**src/rtl/regfile_pkg.sv**
```systemverilog
// Shared types and constants for the register-file write path.
// Latency: n/a (package only).
// Backpressure: n/a.
//
// Contents: register address/data widths, the hardwired-zero register index,
// and a helper that decides whether an address names a writable register.
package regfile_pkg;

    localparam int REG_AW = 5;
    localparam int NREGS  = 32;
    localparam int DW     = 64;

    typedef logic [REG_AW-1:0] reg_addr_t;
    typedef logic [DW-1:0]     reg_data_t;

    // X31 always reads as zero, so writes to it are granted but never land.
    localparam reg_addr_t ZERO_REG = 5'd31;

    // True when a write to 'addr' should actually reach the file: not the
    // zero register and inside the populated range.
    function automatic logic addr_writable(input reg_addr_t addr, input int unsigned nregs);
        return (addr != ZERO_REG) && (32'(addr) < nregs);
    endfunction

endpackage

```
**src/rtl/regfile_wr_arbiter_rr_arbiter.sv**
```systemverilog
// Round-robin priority picker: one-hot grant starting the search at ptr.
// Latency: purely combinational, zero cycles.
// Backpressure: none; a request is either picked this cycle or left pending.
//
// Ports:
//   req        in   N    request vector
//   ptr        in   IW   index with highest priority this cycle
//   grant      out  N    one-hot grant (all zero when no request)
//   grant_idx  out  IW   index of the granted request
//   grant_vld  out  1    any request granted
module rr_arbiter
    import regfile_pkg::*;
#(
    parameter int N  = 4,
    parameter int IW = (N > 1) ? $clog2(N) : 1
) (
    input  logic [N-1:0]  req,
    input  logic [IW-1:0] ptr,
    output logic [N-1:0]  grant,
    output logic [IW-1:0] grant_idx,
    output logic          grant_vld
);

    // Walk ptr, ptr+1, ... mod N and take the first asserted request.
    always_comb begin
        grant     = '0;
        grant_idx = '0;
        grant_vld = 1'b0;
        for (int k = 0; k < N; k++) begin
            if (!grant_vld && req[(int'(ptr) + k) % N]) begin
                grant[(int'(ptr) + k) % N] = 1'b1;
                grant_idx                  = IW'((int'(ptr) + k) % N);
                grant_vld                  = 1'b1;
            end
        end
    end

endmodule

```
**src/rtl/regfile_wr_arbiter.sv**
```systemverilog
// Shares the register file's single write port among NUM_REQ requesters (round robin).
// Latency: grant is combinational in cycle N; wr_en/wr_data are registered and appear in N+1.
// Backpressure: req_ready is a one-hot grant; losers keep valid/addr/data stable until ready.
//
// Ports:
//   clk, reset   clock and synchronous active-high reset
//   req_valid    per-requester write pending
//   req_addr     packed destination registers, requester i at [5i+:5]
//   req_data     packed write data, requester i at [DW*i+:DW]
//   req_ready    one-hot grant; transfer completes on valid & ready
//   wr_en        one-hot register enables into the file (X31 never enabled)
//   wr_data      shared write data to every register D input
//   busy         any req_valid high this cycle
//   wr_count     writes that actually reached the file since reset (wrapping)
module regfile_wr_arbiter
    import regfile_pkg::*;
#(
    parameter int NUM_REQ = 4,
    parameter int NREGS   = regfile_pkg::NREGS,
    parameter int DW      = regfile_pkg::DW
) (
    input  logic                      clk,
    input  logic                      reset,
    input  logic [NUM_REQ-1:0]        req_valid,
    input  logic [NUM_REQ*REG_AW-1:0] req_addr,
    input  logic [NUM_REQ*DW-1:0]     req_data,
    output logic [NUM_REQ-1:0]        req_ready,
    output logic [NREGS-1:0]          wr_en,
    output logic [DW-1:0]             wr_data,
    output logic                      busy,
    output logic [15:0]               wr_count
);

    localparam int IW = (NUM_REQ > 1) ? $clog2(NUM_REQ) : 1;

    logic [IW-1:0]      rr_ptr_q,   rr_ptr_d;
    logic [NREGS-1:0]   wr_en_q,    wr_en_d;
    logic [DW-1:0]      wr_data_q,  wr_data_d;
    logic [15:0]        wr_count_q, wr_count_d;

    logic [NUM_REQ-1:0] arb_grant;
    logic [IW-1:0]      arb_idx;
    logic               arb_vld;
    logic               grant_ok;
    reg_addr_t          sel_addr;
    logic [DW-1:0]      sel_data;

    rr_arbiter #(
        .N  (NUM_REQ),
        .IW (IW)
    ) u_rr_arbiter (
        .req       (req_valid),
        .ptr       (rr_ptr_q),
        .grant     (arb_grant),
        .grant_idx (arb_idx),
        .grant_vld (arb_vld)
    );

    // Nothing is granted while reset is held, so requesters keep their
    // writes and re-present them once reset drops.
    assign grant_ok  = arb_vld & ~reset;
    assign req_ready = reset ? '0 : arb_grant;
    assign busy      = |req_valid;

    // Mux the granted requester's address and data.
    always_comb begin
        sel_addr = '0;
        sel_data = '0;
        for (int i = 0; i < NUM_REQ; i++) begin
            if (int'(arb_idx) == i) begin
                sel_addr = req_addr[i*REG_AW +: REG_AW];
                sel_data = req_data[i*DW +: DW];
            end
        end
    end

    always_comb begin
        rr_ptr_d   = rr_ptr_q;
        wr_en_d    = '0;
        wr_data_d  = wr_data_q;
        wr_count_d = wr_count_q;
        if (grant_ok) begin
            rr_ptr_d = (int'(arb_idx) == NUM_REQ - 1) ? '0 : arb_idx + IW'(1);
            // X31 and out-of-range writes retire without touching the file,
            // wr_data or the commit counter.
            if (addr_writable(sel_addr, NREGS)) begin
                wr_en_d    = NREGS'(1) << sel_addr;
                wr_data_d  = sel_data;
                wr_count_d = wr_count_q + 16'd1;
            end
        end
    end

    always_ff @(posedge clk) begin
        if (reset) begin
            rr_ptr_q   <= '0;
            wr_en_q    <= '0;
            wr_data_q  <= '0;
            wr_count_q <= '0;
        end else begin
            rr_ptr_q   <= rr_ptr_d;
            wr_en_q    <= wr_en_d;
            wr_data_q  <= wr_data_d;
            wr_count_q <= wr_count_d;
        end
    end

    // A commit already in the output register when reset arrives must not
    // reach the file at the edge ending the reset cycle, so reset also masks
    // the enables directly.
    assign wr_en    = reset ? '0 : wr_en_q;
    assign wr_data  = wr_data_q;
    assign wr_count = wr_count_q;

endmodule

```
**config.mk**
```make
export PLATFORM = sky130hd
export DESIGN_NAME = regfile_wr_arbiter
export DESIGN_NICKNAME = d
export VERILOG_FILES = /design/src/rtl/regfile_pkg.sv /design/src/rtl/regfile_wr_arbiter_rr_arbiter.sv /design/src/rtl/regfile_wr_arbiter.sv
export SDC_FILE = /design/constraint.sdc
export NUM_CORES = 1
export LEC_CHECK = 0
export CORE_AREA = 2 2 153 155
export CTS_CLUSTER_DIAMETER = 100
export CTS_CLUSTER_SIZE = 8
export DETAILED_ROUTE_END_ITERATION = 10
export DIE_AREA = 0 0 155 157
export PLACE_DENSITY_LB_ADDON = 0.05
export SLEW_MARGIN = 10
export SYNTH_ARGS = -nofsm -noshare
export SYNTH_HDL_FRONTEND = slang
export SYNTH_HIERARCHICAL = 1
export SYNTH_SLANG_ARGS = --single-unit
```
**constraint.sdc**
```tcl
create_clock -name clk -period 3.7 [get_ports clk]
set_input_delay 0.37 -clock clk [delete_from_list [all_inputs] [get_ports clk]]
set_output_delay 0.37 -clock clk [all_outputs]
set_load 0.02 [all_outputs]
```
After elaboration in Yosys (flattened, before gate mapping)
Index checks and enable logic that the tools add are counted.
{"block": "totals", "register_bits": 114, "latchBits": 0, "ramBits": 0, "romBits": 0, "inputBits": 282, "out_inout_bits": 117, "elab_cells": 91, "memories": 0}
{"block": "op_classes", "add_sub_neg": 5, "mul": 0, "n_div": 0, "n_lt_le_gt_ge": 8, "eq_ne": 4, "n_shift": 1, "muxes": 42, "bitwise": 10, "reduce_logical": 17}
{"cell": "64-bit two-way mux", "n": 4}
{"cell": "32-bit two-way mux", "n": 1}
{"cell": "1-bit by 5-bit << shifter with 32-bit output, first input constant", "n": 1}
{"cell": "4-bit two-way mux", "n": 5}
{"cell": "5-bit two-way mux", "n": 4}
{"cell": "16-bit by 1-bit adder with 16-bit output, second input constant", "n": 1}
{"cell": "1-bit two-way mux", "n": 15}
{"cell": "3-bit by 4-bit less-than comparator with 1-bit output, second input constant", "n": 3}
{"cell": "4-bit bitwise OR", "n": 3}
{"cell": "2-bit two-way mux", "n": 5}
{"cell": "3-bit by 1-bit >= comparator with 1-bit output, second input constant", "n": 3}
{"cell": "1-bit binary-select mux with 2-bit select", "n": 4}
{"cell": "1-bit demux with 2-bit select", "n": 4}
{"cell": "1-bit logical AND", "n": 7}
{"cell": "2-bit OR reduction", "n": 3}
{"cell": "5-bit inequality test, second input constant", "n": 1}
{"cell": "2-bit by 1-bit adder with 2-bit output, second input constant", "n": 2}
{"cell": "2-bit adder, second input constant", "n": 2}
{"cell": "2-bit == test, second input constant", "n": 2}
{"cell": "4-bit OR reduction", "n": 1}
{"cell": "1-bit bitwise AND, first input constant", "n": 3}
{"cell": "1-bit logical NOT", "n": 3}
{"cell": "2-bit by 3-bit less-than comparator with 1-bit output, second input constant", "n": 1}
{"cell": "1-bit NOT", "n": 3}
{"cell": "other kinds (6)", "n": 6}

Logic depth before layout (Yosys ltp)
Gate-level depths: netlist (run 1).
{"block": "depth", "word_depth": 22, "depth_mapped": 20}

By module
Netlist (run 1), hierarchy kept.
{"mod": "regfile_wr_arbiter", "instances": 1, "cells_per_inst": 774, "area_per_inst_um2": 6560.0, "seq_area_each_um2": 2282.2}
{"mod": "rr_arbiter", "instances": 1, "cells_per_inst": 45, "area_per_inst_um2": 422.9, "seq_area_each_um2": 0.0}

Worst setup path before layout (run 1)
No wires, ideal clock.
{"block": "synth_timing", "path_type": "register -> register", "start": "register rr_ptr_q[0]", "end": "register wr_count_q[13] (netlist: wr_count[13])", "setup_time_ns": 0.121, "arrival_time_ns": 3.867, "required_time_ns": 3.579, "path_slack_ns": -0.288, "path_stages_with_launch": 19, "synth_period_minus_slack_ns": 3.988, "path_cell_list": "dfxtp_1 > buf_6 > inv_1 > ha_1 > mux4_2 > buf_6 > nor4b_4 > nor2_1 > a32o_1 > inv_1 > ha_1 > buf_2 > nor2b_2 > a221o_1 > a22oi_1 > nor3_4 > buf_2 > a211oi_1 > mux2_2"}
{"block": "synth_between", "elab_chain_cells": 19}
{"element": "from (decl)", "line_no": "regfile_wr_arbiter.sv:36", "text": "logic [IW-1:0] rr_ptr_q, rr_ptr_d;"}
{"element": "from (signal assigned)", "line_no": "regfile_wr_arbiter.sv:101", "text": "rr_ptr_q <= rr_ptr_d;"}
{"element": "2-bit by 1-bit adder with 2-bit output / 1-bit binary-select mux with 2-bit select (equally long branches)", "line_no": "regfile_wr_arbiter_rr_arbiter.sv:30, regfile_wr_arbiter_rr_arbiter.sv:32"}
{"element": "1-bit binary-select mux with 2-bit select / 1-bit two-way mux (equally long branches)", "line_no": "regfile_wr_arbiter_rr_arbiter.sv:30", "text": "if (!grant_vld && req[(int'(ptr) + k) % N]) begin"}
{"element": "1-bit two-way mux (implied by the code)", "line_no": "regfile_wr_arbiter_rr_arbiter.sv:30"}
{"element": "1-bit two-way mux (implied by the code) / 1-bit logical NOT (equally long branches)", "line_no": "regfile_wr_arbiter_rr_arbiter.sv:30"}
{"element": "1-bit logical AND", "line_no": "regfile_wr_arbiter_rr_arbiter.sv:30"}
{"element": "1-bit two-way mux", "line_no": "regfile_wr_arbiter_rr_arbiter.sv:30"}
{"element": "1-bit logical NOT", "line_no": "regfile_wr_arbiter_rr_arbiter.sv:30"}
{"element": "1-bit logical AND", "line_no": "regfile_wr_arbiter_rr_arbiter.sv:30"}
{"element": "[2 not listed]"}
{"element": "1-bit logical AND", "line_no": "regfile_wr_arbiter_rr_arbiter.sv:30"}
{"element": "2-bit two-way mux *", "line_no": "regfile_wr_arbiter_rr_arbiter.sv:30"}
{"element": "named net arb_idx[1]", "line_no": "regfile_wr_arbiter.sv:42", "text": "logic [IW-1:0] arb_idx;"}
{"element": "2-bit logical NOT", "line_no": "regfile_wr_arbiter.sv:70", "text": "if (int'(arb_idx) == i) begin"}
{"element": "5-bit two-way mux (3 in a row)", "line_no": "regfile_wr_arbiter.sv:70"}
{"element": "5-bit two-way mux *", "line_no": "regfile_wr_arbiter.sv:70"}
{"element": "5-bit inequality test *", "line_no": "regfile_pkg.sv:22", "text": "return (addr != ZERO_REG) && (32'(addr) < nregs);"}
{"element": "2-bit AND reduction (no line) *"}
{"element": "to (signal assigned)", "line_no": "regfile_wr_arbiter.sv:104", "text": "wr_count_q <= wr_count_d;"}
{"element": "to (decl)", "line_no": "regfile_wr_arbiter.sv:39", "text": "logic [15:0] wr_count_q, wr_count_d;"}
Mark *: on every way through the listed nets, which the timed path passes. The rest lies on a longest branch. The select of a mux whose other input is x is not followed.
A chain may end at the register's enable or synchronous reset.

Worst setup path in the final report (run 1)
{"block": "layout_timing", "start": "register rr_ptr_q[0]", "end": "register wr_data_q[60] (netlist: wr_data[60])"}
{"block": "layout_between", "elab_chain_cells": 19}
{"element": "2-bit by 1-bit adder with 2-bit output / 1-bit binary-select mux with 2-bit select (equally long branches)", "line_no": "regfile_wr_arbiter_rr_arbiter.sv:30, regfile_wr_arbiter_rr_arbiter.sv:32"}
{"element": "1-bit binary-select mux with 2-bit select / 1-bit two-way mux (equally long branches)", "line_no": "regfile_wr_arbiter_rr_arbiter.sv:30"}
{"element": "1-bit two-way mux (implied by the code)", "line_no": "regfile_wr_arbiter_rr_arbiter.sv:30"}
{"element": "1-bit two-way mux (implied by the code) / 1-bit logical NOT (equally long branches)", "line_no": "regfile_wr_arbiter_rr_arbiter.sv:30"}
{"element": "1-bit logical AND", "line_no": "regfile_wr_arbiter_rr_arbiter.sv:30"}
{"element": "1-bit two-way mux", "line_no": "regfile_wr_arbiter_rr_arbiter.sv:30"}
{"element": "1-bit logical NOT", "line_no": "regfile_wr_arbiter_rr_arbiter.sv:30"}
{"element": "1-bit logical AND", "line_no": "regfile_wr_arbiter_rr_arbiter.sv:30"}
{"element": "1-bit two-way mux", "line_no": "regfile_wr_arbiter_rr_arbiter.sv:30"}
{"element": "1-bit logical NOT", "line_no": "regfile_wr_arbiter_rr_arbiter.sv:30"}
{"element": "1-bit logical AND", "line_no": "regfile_wr_arbiter_rr_arbiter.sv:30"}
{"element": "2-bit two-way mux *", "line_no": "regfile_wr_arbiter_rr_arbiter.sv:30"}
{"element": "named net arb_idx[1]", "line_no": "regfile_wr_arbiter.sv:42"}
{"element": "2-bit logical NOT", "line_no": "regfile_wr_arbiter.sv:70"}
{"element": "5-bit two-way mux (4 in a row)", "line_no": "regfile_wr_arbiter.sv:70"}
{"element": "5-bit inequality test", "line_no": "regfile_pkg.sv:22"}
{"element": "2-bit AND reduction (no line)"}
{"element": "to (signal assigned)", "line_no": "regfile_wr_arbiter.sv:103", "text": "wr_data_q <= wr_data_d;"}
{"element": "to (decl)", "line_no": "regfile_wr_arbiter.sv:38", "text": "logic [DW-1:0] wr_data_q, wr_data_d;"}
Marks and branches as above.

==> results.md, run 1 <==
* Vias in the first global route at 7419
* Ports at 399
* Initial DRC Count at 394
* Buffers on Ports at 398
* Leakage at 4.85 nW
* Cell Int Power at 6.81 mW
* Hold_buf cts at 0
* Yosys warnings at 6
* Post-route clock skew at 9.03 ps
* Crit start category: flop
* Avg Inst Size Synth at 8.53 um^2
* Slew @ Worst Pin at 799 ps
* Hpwl dp at 22300 um
* Maximum vdd drop at 0.000762 V
* CP required at 3980 ps
* Drt wl/cell at 19.0 um
* Sequential share of power at 0.149
* Unrepaired setup endpoints after global routing: yes
* Mapped Area at 0.00698 mm^2
* Design area at 0.0127 mm^2
* Post-synth EDFFs at 0
* Comb pwr share at 0.719
* Worst EP arrival at 4040 ps
* DRT Pass-1 Iters at 5
* Status: finished with violations
* Sw power at 5.72 mW
* Hold_ws at 472 ps
* Area Growth Syn to Fin at 82.3%
* Tcrit/Tclk final at 1.01
* First-pass GRT wire length at 41900 um
* CP Capture Type: flop
* Total Power at 12.5 mW
* Post-Syn Nets at 1111
* Drt via density at 4.97
* Finished Layout Cells at 1543
* Clk_lat worst skew at 420 ps
* Final hold violations at 0
* Slew Limit Fails at 0
* CP Class: flop to flop
* Placer Congestion at 0.816
* Sw Share at 0.456
* Slew HR at 0.467
* Min cycle time layout at 3750 ps
* Failing checks: negative setup slack
* Hold/Removal Path Class: flop to flop
* TritonCTS Buffers at 17
* Layout cell share with drive strength beyond 1 at 0.142
* Crit-path max FO at 7
* Fin nets at 1536
* Die area at 0.0243 mm^2
* H-Tree Depth at 4
* Total Routing Usage GR at 0.224
* Multi-input gate area at 0.00458 mm^2
* Routed wire length at 29300 um
* Die height at 157 um
* Finished Core Util at 0.566
* DRC Markers at 0
* Initial core utilization at 0.310
* Largest net degree at the start of global routing at 85
* Clock tree sinks at 114
* Root Driver: clkbuf_16
* Synthesis-stage register bit count at 114
* Post-route ant nets at 0
* CTS tree: yes
* Total gr overflow at 0
* Power per cell area at 984 mW/mm^2
* Fill count at 2078
* Most frequent cells in the layout: clkdlybuf4s50_1, nor2b_1, dfxtp_1
* Core Box Area at 0.0225 mm^2
* Endpoints failing setup at 60
* Antenna violations before repair at 0
* Final setup margin at -53.1 ps
* DR vias at 7665
* Rows at 55
* Fmax at 266 MHz
* Count of different cell masters after synthesis at 49
* Synth top area cells: dfxtp_1, nor2b_1, mux2i_1
* Leading cell type in the layout, fill and taps excluded: clkdlybuf4s50_1
* Synth Flop Type: dfxtp_1
* Clk buf depth at 2
* Dpl cells at 1487
* Syn Inst Count at 819
* Post-synth top area share at 0.327
* Placement Cell Area at 0.0117 mm^2
* Async set-reset flop share out of synthesis at 0
* Clock power share at 0.131
* Area leader, netlist: dfxtp_1
* Post-synthesis sequential area ratio at 0.327
* Chip Width at 155 um
* Register Area at 0.00229 mm^2
* MaxCap Viol Count at 0
* Worst-path clk slew at 60 ps
critical path, cell delays in order, from the launching register on:
cell,delay (ps)
dfxtp_4,390
buf_12,110
mux4_2,580
nor4b_4,320
nor2_1,100
a32o_2,280
inv_2,100
ha_4,130
nor2b_4,210
a22o_1,260
o221ai_4,150
nor3_4,360
a21oi_4,150
clkbuf_16,200
clkbuf_16,160
mux2i_1,110
routing by layer:
layer / up-vias / wire (um) / global-route usage
met2: 277 / 15200 / 0.394
li1: 3817 / - / -
met5: - / 0 / 0
met4: 0 / 646 / 0.0811
met1: 3537 / 11700 / 0.262
met3: 34 / 1730 / 0.0592
per-stage QoR:
| step | TNS, ps | setup WS (ps) |
|---|---|---|
| finish | -1380 | -53.1 |
| global route | -10040 | -162 |
| CTS | 0 | 8.57 |
| detailed placement | -32730 | -501 |
| global placement | -24570 | -374 |
| floorplan | -953 | -37.5 |
power by group through the flow:
stage | Clock (mW) | Sequential, mW | Combinational, mW
6_report | 1.65 | 1.87 | 9.01
5_1_grt | 1.74 | 1.92 | 9.80
2_1_floorplan | 0 | 2.20 | 4.91
4_1_cts | 1.68 | 1.88 | 8.48
3_5_place_dp | 0 | 1.89 | 8.40
3_3_place_gp | 0 | 1.89 | 8.36
cells by family after synthesis:
| kind of cell | after synthesis | synth area share |
|---|---|---|
| AOI/OAI and AO/OA | 175 | 0.180 |
| xor gates and xnor gates | 1 | 0.00125 |
| adders and majority gates | 10 | 0.0179 |
| buffers and inverters | 80 | 0.0521 |
| DFF | 114 | 0.327 |
| muxes | 89 | 0.139 |
| other | 1 | 0.000537 |
| and+or+nand+nor | 349 | 0.282 |
final timing paths:
check | from | to | slack, ps | depth (start not counted)
max | rr_ptr_q[0]$_SDFFE_PP0P_ | wr_data[60]$_SDFFE_PP0P_ | -50 | 15
min | wr_data[45]$_SDFFE_PP0P_ | wr_data[45]$_SDFFE_PP0P_ | 470 | 2
max reg2reg | rr_ptr_q[0]$_SDFFE_PP0P_ | wr_data[60]$_SDFFE_PP0P_ | -50 | 15
min reg2reg | wr_data[45]$_SDFFE_PP0P_ | wr_data[45]$_SDFFE_PP0P_ | 470 | 2
cells in the mapped netlist, types with 6 or more instances:
cell type,number
a21oi_1,77
a221oi_1,63
a22oi_1,9
buf_2,6
buf_6,6
clkbuf_1,52
dfxtp_1,114
ha_1,10
inv_1,8
mux2_2,15
mux2i_1,69
nand2_1,16
nand2b_1,74
nand4_1,9
nor2_1,52
nor2b_1,114
nor3_1,64
cell type report:
cell class / instances / share of cell area
diodes: 1 / 0.000197
repair buffers: 478 / 0.383
flip-flops and latches: 114 / 0.180
well taps: 285 / 0.0280
multi-input cells: 625 / 0.360
clock buffers: 17 / 0.0334
inverters: 8 / 0.00256
clock inverters: 15 / 0.0131
flip-flops by register name, indices dropped and copies added (netlist names):
signal / cells
wr_data: 64
wr_en_q: 32
wr_count: 16
rr_ptr_q: 2
what timing repair did:
action / 4_1_cts / 5_1_grt
gates resized for setup: 11 / 44
pin swaps: 2 / 12
setup endpoints to repair: 17 / 82
setup buffers: 3 / 13
cloned: 0 / 7
Power figures use the tool's default switching activity.
==> run 2: changes to the inputs <==
--- a/config.mk
+++ b/config.mk
@@ -10,7 +10,8 @@
 export CTS_CLUSTER_SIZE = 8
 export DETAILED_ROUTE_END_ITERATION = 10
 export DIE_AREA = 0 0 155 157
-export PLACE_DENSITY_LB_ADDON = 0.05
+export GPL_TIMING_DRIVEN = 0
+export PLACE_DENSITY = 0.71
 export SLEW_MARGIN = 10
 export SYNTH_ARGS = -nofsm -noshare
 export SYNTH_HDL_FRONTEND = slang
==> results.md, run 2 (synthesis results as in run 1) <==
* Status: finished with violations
* Failing checks: negative setup slack
* Leakage at 4.86 nW (+0.26%)
* CP Class: flop to flop
* Worst-path clk slew at 60 ps (about the same)
* CTS tree: yes
* Drt wl/cell at 20.2 um (+6.5%)
* Layout cell share with drive strength beyond 1 at 0.132 (-0.00997)
* Endpoints failing setup at 79 (+32%)
* Hold/Removal Path Class: flop to flop
* Placer Congestion at 0.909 (+11%)
* Largest net degree at the start of global routing at 17 (-80%)
* Vias in the first global route at 7945 (+7.1%)
* Clock tree sinks at 114 (unchanged)
* CP Capture Type: flop
* DRC Markers at 0 (unchanged)
* Slew HR at 0.468 (+0.000881)
* Drt via density at 5.20 (+4.7%)
* Antenna violations before repair at 3 (+3)
* Setup TNS at -5620 ps (-4240 ps)
* Min cycle time layout at 3860 ps (+106 ps)
* Clk_lat worst skew at 420 ps (about the same)
* Number of flip-flops in the largest register at 64 (unchanged)
* Rows at 55 (unchanged)
* First-pass GRT wire length at 44900 um (+7.1%)
* Die height at 157 um (unchanged)
* Crit-path max FO at 7 (unchanged)
* CP required at 4010 ps (+30 ps)
* Tcrit/Tclk final at 1.04 (+0.0287)
* Area Growth Syn to Fin at 83.4%
* Buffers on Ports at 398 (unchanged)
* Finished Core Util at 0.569 (+0.00367)
* Post-route ant nets at 0 (unchanged)
* MaxCap Viol Count at 0 (unchanged)
* Register Area at 0.00229 mm^2 (unchanged)
* Power per cell area at 1000 mW/mm^2 (+1.9%)
* Crit start category: flop
* Routed wire length at 32000 um (+9.4%)
* Fill count at 2040 (-1.8%)
* Worst EP arrival at 4170 ps (+130 ps)
* Ports at 399 (unchanged)
* Slew @ Worst Pin at 798 ps (-1.32 ps)
* Core Box Area at 0.0225 mm^2 (unchanged)
* Total Routing Usage GR at 0.242 (+0.0182)
* Fmax at 259 MHz (-2.8%)
* Most frequent cells in the layout: clkdlybuf4s50_1, nor2b_1, dfxtp_1
* Slew Limit Fails at 0 (unchanged)
* Final setup margin at -159 ps (-106 ps)
* Maximum vdd drop at 0.000484 V (-36%)
* Hold_ws at 472 ps (+0.00300 ps)
* Initial DRC Count at 424 (+7.6%)
* Hpwl dp at 24500 um (+9.8%)
* Post-route clock skew at 6.55 ps (-2.48 ps)
* DR vias at 8240 (+7.5%)
* Die area at 0.0243 mm^2 (unchanged)
* Setup WS pre-CTS at -1190 ps (-693 ps)
* Root Driver: clkbuf_16
* DRT Pass-1 Iters at 8 (+3)
* Initial core utilization at 0.310 (unchanged)
* TritonCTS Buffers at 17 (unchanged)
* H-Tree Depth at 4 (unchanged)
* Clk buf depth at 2 (unchanged)
* Chip Width at 155 um (unchanged)
* Total gr overflow at 0 (unchanged)
* Final hold violations at 0 (unchanged)
* Unrepaired setup endpoints after global routing: yes
* Multi-input gate area at 0.00457 mm^2 (-0.16%)
* Fin nets at 1578 (+2.7%)
* Leading cell type in the layout, fill and taps excluded: clkdlybuf4s50_1
## run 2: cell count changes in the layout (fill, tap and decap cells not counted), moves of 4 or more
cell	before	now
clkbuf_2	0	11
inv_6	6	1
buf_4	55	37
buf_1	0	4
clkbuf_1	0	43
## run 2: critical path, stage by stage, from the launching register on
cell	delay, ps
dfxtp_4	400
inv_4	50
ha_4	260
mux4_2	300
buf_6	160
nor4b_4	260
nor2_1	80
a32o_2	260
buf_6	130
ha_4	170
or2_0	210
buf_6	130
a221o_1	320
o221ai_4	110
nor2_4	100
buf_12	150
a2111oi_4	330
mux2_4	330
## run 2: per-stage QoR
step / area [um^2] / std cells / total power, mW
2_1_floorplan: 7090 / 819 / 7.11
3_3_place_gp: 11400 / 1502 / 9.76
3_5_place_dp: 11400 / 1502 / 9.85
4_1_cts: 12400 / 1560 / 12.2
5_1_grt: 12800 / 1585 / 13.7
6_report: 12800 / 1585 / 12.8
## run 2: cell type report
| cell class | instances | area share |
|---|---|---|
| Sequential cell | 114 | 0.179 |
| Timing Repair Buffer | 450 | 0.356 |
| Antenna cell | 1 | 0.000195 |
| Clock buffer | 20 | 0.0349 |
| Inverter | 8 | 0.00254 |
| Tap cell | 285 | 0.0278 |
| Buffer | 70 | 0.0345 |
| Clock inverter | 12 | 0.00860 |
| Multi-Input combinational cell | 625 | 0.357 |
## run 2: final timing paths
path	slack, ps	to	startpoint	depth (start not counted)
hold / removal	470	wr_data[5]$_SDFFE_PP0P_	wr_data[5]$_SDFFE_PP0P_	2
setup reg to reg	-160	wr_count[15]$_SDFFE_PP0P_	rr_ptr_q[0]$_SDFFE_PP0P_	17
setup / recovery	-160	wr_count[15]$_SDFFE_PP0P_	rr_ptr_q[0]$_SDFFE_PP0P_	17
hold reg to reg	470	wr_data[5]$_SDFFE_PP0P_	wr_data[5]$_SDFFE_PP0P_	2
## run 2: power by group
part	switching, mW	leakage [nW]	internal [mW]
logic	5.16	3.66	4.27
registers	0.208	0.939	1.67
clock network	0.601	0.262	0.940
## run 2: metal layers
layer	vias to the layer above	global-route usage	wire length [um]	part of all wire
met1	3886	0.278	12400	0.39
li1	3896	-	-	-
met2	397	0.435	16300	0.51
met3	59	0.0631	2360	0.074
met4	2	0.0847	992	0.031
met5	-	0	13	0.00041
## run 2: repair_timing
item | CTS | global route
endpoints found under the hold margin | 0 | 0
endpoints found under the setup margin | 112 | 109
hold buffers | 0 | 0
gates cloned | 1 | 5
setup buffers | 26 | 20
pin swaps | 12 | 9
resized for setup | 35 | 60
==> run 3: changes to the inputs <==
--- a/config.mk
+++ b/config.mk
@@ -5,15 +5,17 @@
 export SDC_FILE = /design/constraint.sdc
 export NUM_CORES = 1
 export LEC_CHECK = 0
-export CORE_AREA = 2 2 153 155
+export CELL_PAD_IN_SITES_DETAIL_PLACEMENT = 0
+export CELL_PAD_IN_SITES_GLOBAL_PLACEMENT = 1
+export CORE_ASPECT_RATIO = 1.5
+export CORE_MARGIN = 2
+export CORE_UTILIZATION = 24
 export CTS_CLUSTER_DIAMETER = 100
 export CTS_CLUSTER_SIZE = 8
 export DETAILED_ROUTE_END_ITERATION = 10
-export DIE_AREA = 0 0 155 157
 export GPL_TIMING_DRIVEN = 0
-export PLACE_DENSITY = 0.71
+export PLACE_DENSITY = 0.79
 export SLEW_MARGIN = 10
 export SYNTH_ARGS = -nofsm -noshare
 export SYNTH_HDL_FRONTEND = slang
-export SYNTH_HIERARCHICAL = 1
 export SYNTH_SLANG_ARGS = --single-unit
==> results.md, run 3 <==
* Status: finished, final reports clean
* CP bufs+invs at 5 (unchanged)
* Post-route clock skew at 7.19 ps (+0.635 ps)
* Worst EP arrival at 3940 ps (-230 ps)
* Clk_lat worst skew at 420 ps (about the same)
* Clk buf depth at 2 (unchanged)
* Post-Syn Nets at 1156 (+4.1%)
* Fin nets at 1586 (+0.51%)
* Synth Flop Type: dfxtp_1
* Ports at 399 (unchanged)
* Slew Limit Fails at 0 (unchanged)
* Power per cell area at 846 mW/mm^2 (-16%)
* Slew @ Worst Pin at 707 ps (-90.3 ps)
* Largest net degree at the start of global routing at 17 (unchanged)
* Placer Congestion at 0.948 (+4.3%)
* Buffers on Ports at 395 (-0.75%)
* GR Util met2 at 0.421 (-0.0140)
* Most frequent cells in the layout: clkdlybuf4s50_1, dfxtp_1, nor2b_1
* Setup TNS at 0 ps (+5620 ps)
* Post-synth top area share at 0.329 (+0.00206)
* Die height at 212 um (+35%)
* DRC Markers at 0 (unchanged)
* Most frequent cell after synthesis: dfxtp_1
* Total Routing Usage GR at 0.221 (-0.0213)
* Most used routing layer: met2
* Avg Inst Size Synth at 8.06 um^2 (-5.5%)
* Crit-path max FO at 10 (+3)
* Area leader, netlist: dfxtp_1
* Yosys warnings at 0 (-6)
* DRT Pass-1 Iters at 5 (-3)
* H-Tree Depth at 4 (unchanged)
* Worst-path clk slew at 60 ps (about the same)
* Post-Synth Simple-Gate Area at 0.274 (-0.00868)
* Chip Width at 143 um (-7.8%)
* CP max stage delay at 530 ps (+130 ps)
* Synth top area cells: dfxtp_1, mux2i_1, nor2b_1
* Grt met1 use at 0.229 (-0.0495)
* Multiplexer area fraction after synthesis at 0.132 (-0.00742)
* Async set-reset flop share out of synthesis at 0 (unchanged)
* Post-Synth XOR/XNOR Area at 0 (-0.00125)
* Root Driver: clkbuf_16
* Core Box Area at 0.0286 mm^2 (+27%)
* Initial DRC Count at 555 (+31%)
* R2r setup slk at 70 ps (+230 ps)
* Post-synth EDFFs at 0 (unchanged)
* Clock tree sinks at 114 (unchanged)
* Count of different cell masters after synthesis at 55 (+12%)
* Syn Inst Count at 861 (+5.1%)
* Slew HR at 0.528 (+0.0602)
* Leading cell type in the layout, fill and taps excluded: clkdlybuf4s50_1
* Rows at 76 (+38%)
* TritonCTS Buffers at 17 (unchanged)
* GR met3 Demand/Resource at 0.0527 (-0.0103)
* Design area at 0.0125 mm^2 (-2.7%)
* Post-route ant nets at 0 (unchanged)
* Min cycle time layout at 3630 ps (-226 ps)
* DR vias at 8216 (-0.29%)
* Crit start category: flop
* Endpoints failing setup at 0 (-100%)
* Die area at 0.0303 mm^2 (+25%)
* Antenna violations before repair at 3 (unchanged)
* Routed wire length at 33900 um (+5.7%)
* Adder-Cell Fraction of Synth Area at 0.0234 (+0.00552)
* Fmax at 275 MHz (+6.2%)
* Leakage at 4.80 nW (-1.2%)
* Hpwl dp at 27000 um (+9.9%)
* Area Growth Syn to Fin at 79.7%
* MaxCap Viol Count at 0 (unchanged)
* Final hold violations at 0 (unchanged)
* Fill count at 2863 (+40%)
* CP Class: flop to flop
* CTS tree: yes
* Total gr overflow at 0 (unchanged)
* Crit path max-delay family: buffers and inverters
* CP Capture Type: flop
* Vias in the first global route at 8476 (+6.7%)
* Layout cell share with drive strength beyond 1 at 0.107 (-0.0250)
* Drt via density at 4.85 (-6.8%)
* Tcrit/Tclk final at 0.982 (-0.0610)
* First-pass GRT wire length at 49600 um (+11%)
* Post-synthesis sequential area ratio at 0.329 (+0.00206)
* CP max stage cell: a221oi_1
* Initial core utilization at 0.242 (-0.0679)
* Hold/Removal Path Class: input port to flop
* Maximum vdd drop at 0.000377 V (-22%)
* Crit-path cells: inv_8 -> ha_4 -> mux4_2 -> buf_4 -> a21oi_2 -> mux2i_1 -> ha_1 -> buf_4 -> clkbuf_2 -> clkbuf_2 -> a221oi_1 -> nor3_1 -> a21oi_1 -> mux2i_1
* Main combinational cell family by area after synthesis: simple AND/OR/NAND/NOR gates
* Compound-Gate Fraction of Synth Area at 0.185 (+0.00510)
* Placement Cell Area at 0.0115 mm^2 (+0.53%)
* Mapped Area at 0.00694 mm^2 (-0.63%)
* Hold_buf cts at 0 (unchanged)
* Synth cell count leaders: dfxtp_1, nor2b_1, nand2_1
* Synthesis-stage register bit count at 114 (unchanged)
* Drt wl/cell at 20.0 um (-1.2%)
* Number of flip-flops in the largest register at 64 (unchanged)
* CP required at 4010 ps (about the same)
## run 3: cell types whose count changed in the layout (fill, tap and decap cells not counted), moves of 6 or more
cell	previous run	this run
a21oi_1	72	80
a221oi_1	63	55
a221oi_2	0	10
a22oi_1	8	0
buf_12	14	3
buf_4	37	21
buf_6	9	1
clkbuf_1	43	36
clkbuf_2	11	19
clkbuf_8	1	7
nand2_1	15	100
nand2b_1	71	5
nand3_1	5	15
## run 3: stage by stage
| step | cells | hold slack [ps] | util | total power, mW | worst slack (ps) |
|---|---|---|---|---|---|
| 4_1_cts | 1691 | 403 | 0.432 | 10.5 | 10.7 |
| 3_3_place_gp | 1646 | 445 | 0.401 | 8.41 | -1600 |
| 5_1_grt | 1694 | 449 | 0.435 | 11.2 | -12.2 |
| 3_5_place_dp | 1646 | 450 | 0.401 | 8.48 | -1620 |
| 2_1_floorplan | 861 | 495 | - | 5.92 | -25.2 |
| 6_report | 1695 | 452 | 0.436 | 10.6 | 66.5 |
## run 3: final timing paths
check,from,endpoint,cells past startpoint
min,req_valid[2],rr_ptr_q[1]$_SDFFE_PP0P_,4
min reg2reg,wr_data[50]$_SDFFE_PP0P_,wr_data[50]$_SDFFE_PP0P_,2
max reg2reg,rr_ptr_q[0]$_SDFFE_PP0P_,wr_data[24]$_SDFFE_PP0P_,14
max,rr_ptr_q[0]$_SDFFE_PP0P_,wr_data[24]$_SDFFE_PP0P_,14
## run 3: final cells by class
cell class / count / area, um^2 / share of cell area
diodes: 1 / 2.50 / 0.000201
plain buffers: 71 / 399 / 0.0320
clock buffers: 28 / 527 / 0.0423
clock inverters: 4 / 45.0 / 0.00361
inverters: 13 / 58.8 / 0.00472
multi-input cells: 659 / 4510 / 0.362
flip-flops and latches: 114 / 2290 / 0.184
well taps: 390 / 488 / 0.0391
repair buffers: 415 / 4150 / 0.332
## run 3: layer usage
metal | part of all wire | vias up
met4 | 0.034 | 4
met2 | 0.54 | 365
li1 | - | 3955
met5 | 0.00089 | -
met1 | 0.36 | 3826
met3 | 0.062 | 66
## run 3: logic make-up after synthesis
logic type               after synthesis
flip-flops                           114
AND/OR/NAND/NOR                      373
multiplexers                          87
other                                  1
buffers and inverters                 88
adder cells (fa/ha/maj)               13
AO/OA/AOI/OAI                        185
## run 3: worst min-delay path: cells and delay by family
kind	cells	cell delay [ps]
compound gates	1	50
buf+inv	1	200
simple gates	2	210
## run 3: power breakdown
part / switching (mW) / internal, mW / leakage [nW] / total, mW
registers: 0.207 / 1.63 / 0.939 / 1.84
clock network: 0.576 / 1.03 / 0.284 / 1.60
logic: 4.07 / 3.04 / 3.58 / 7.11
## run 3: timing repair
action,CTS,global route
gates resized for setup,53,35
pin swaps,10,1
endpoints found under the hold margin,0,0
setup endpoints to repair,112,96
buffers inserted,15,4
cloned,1,0
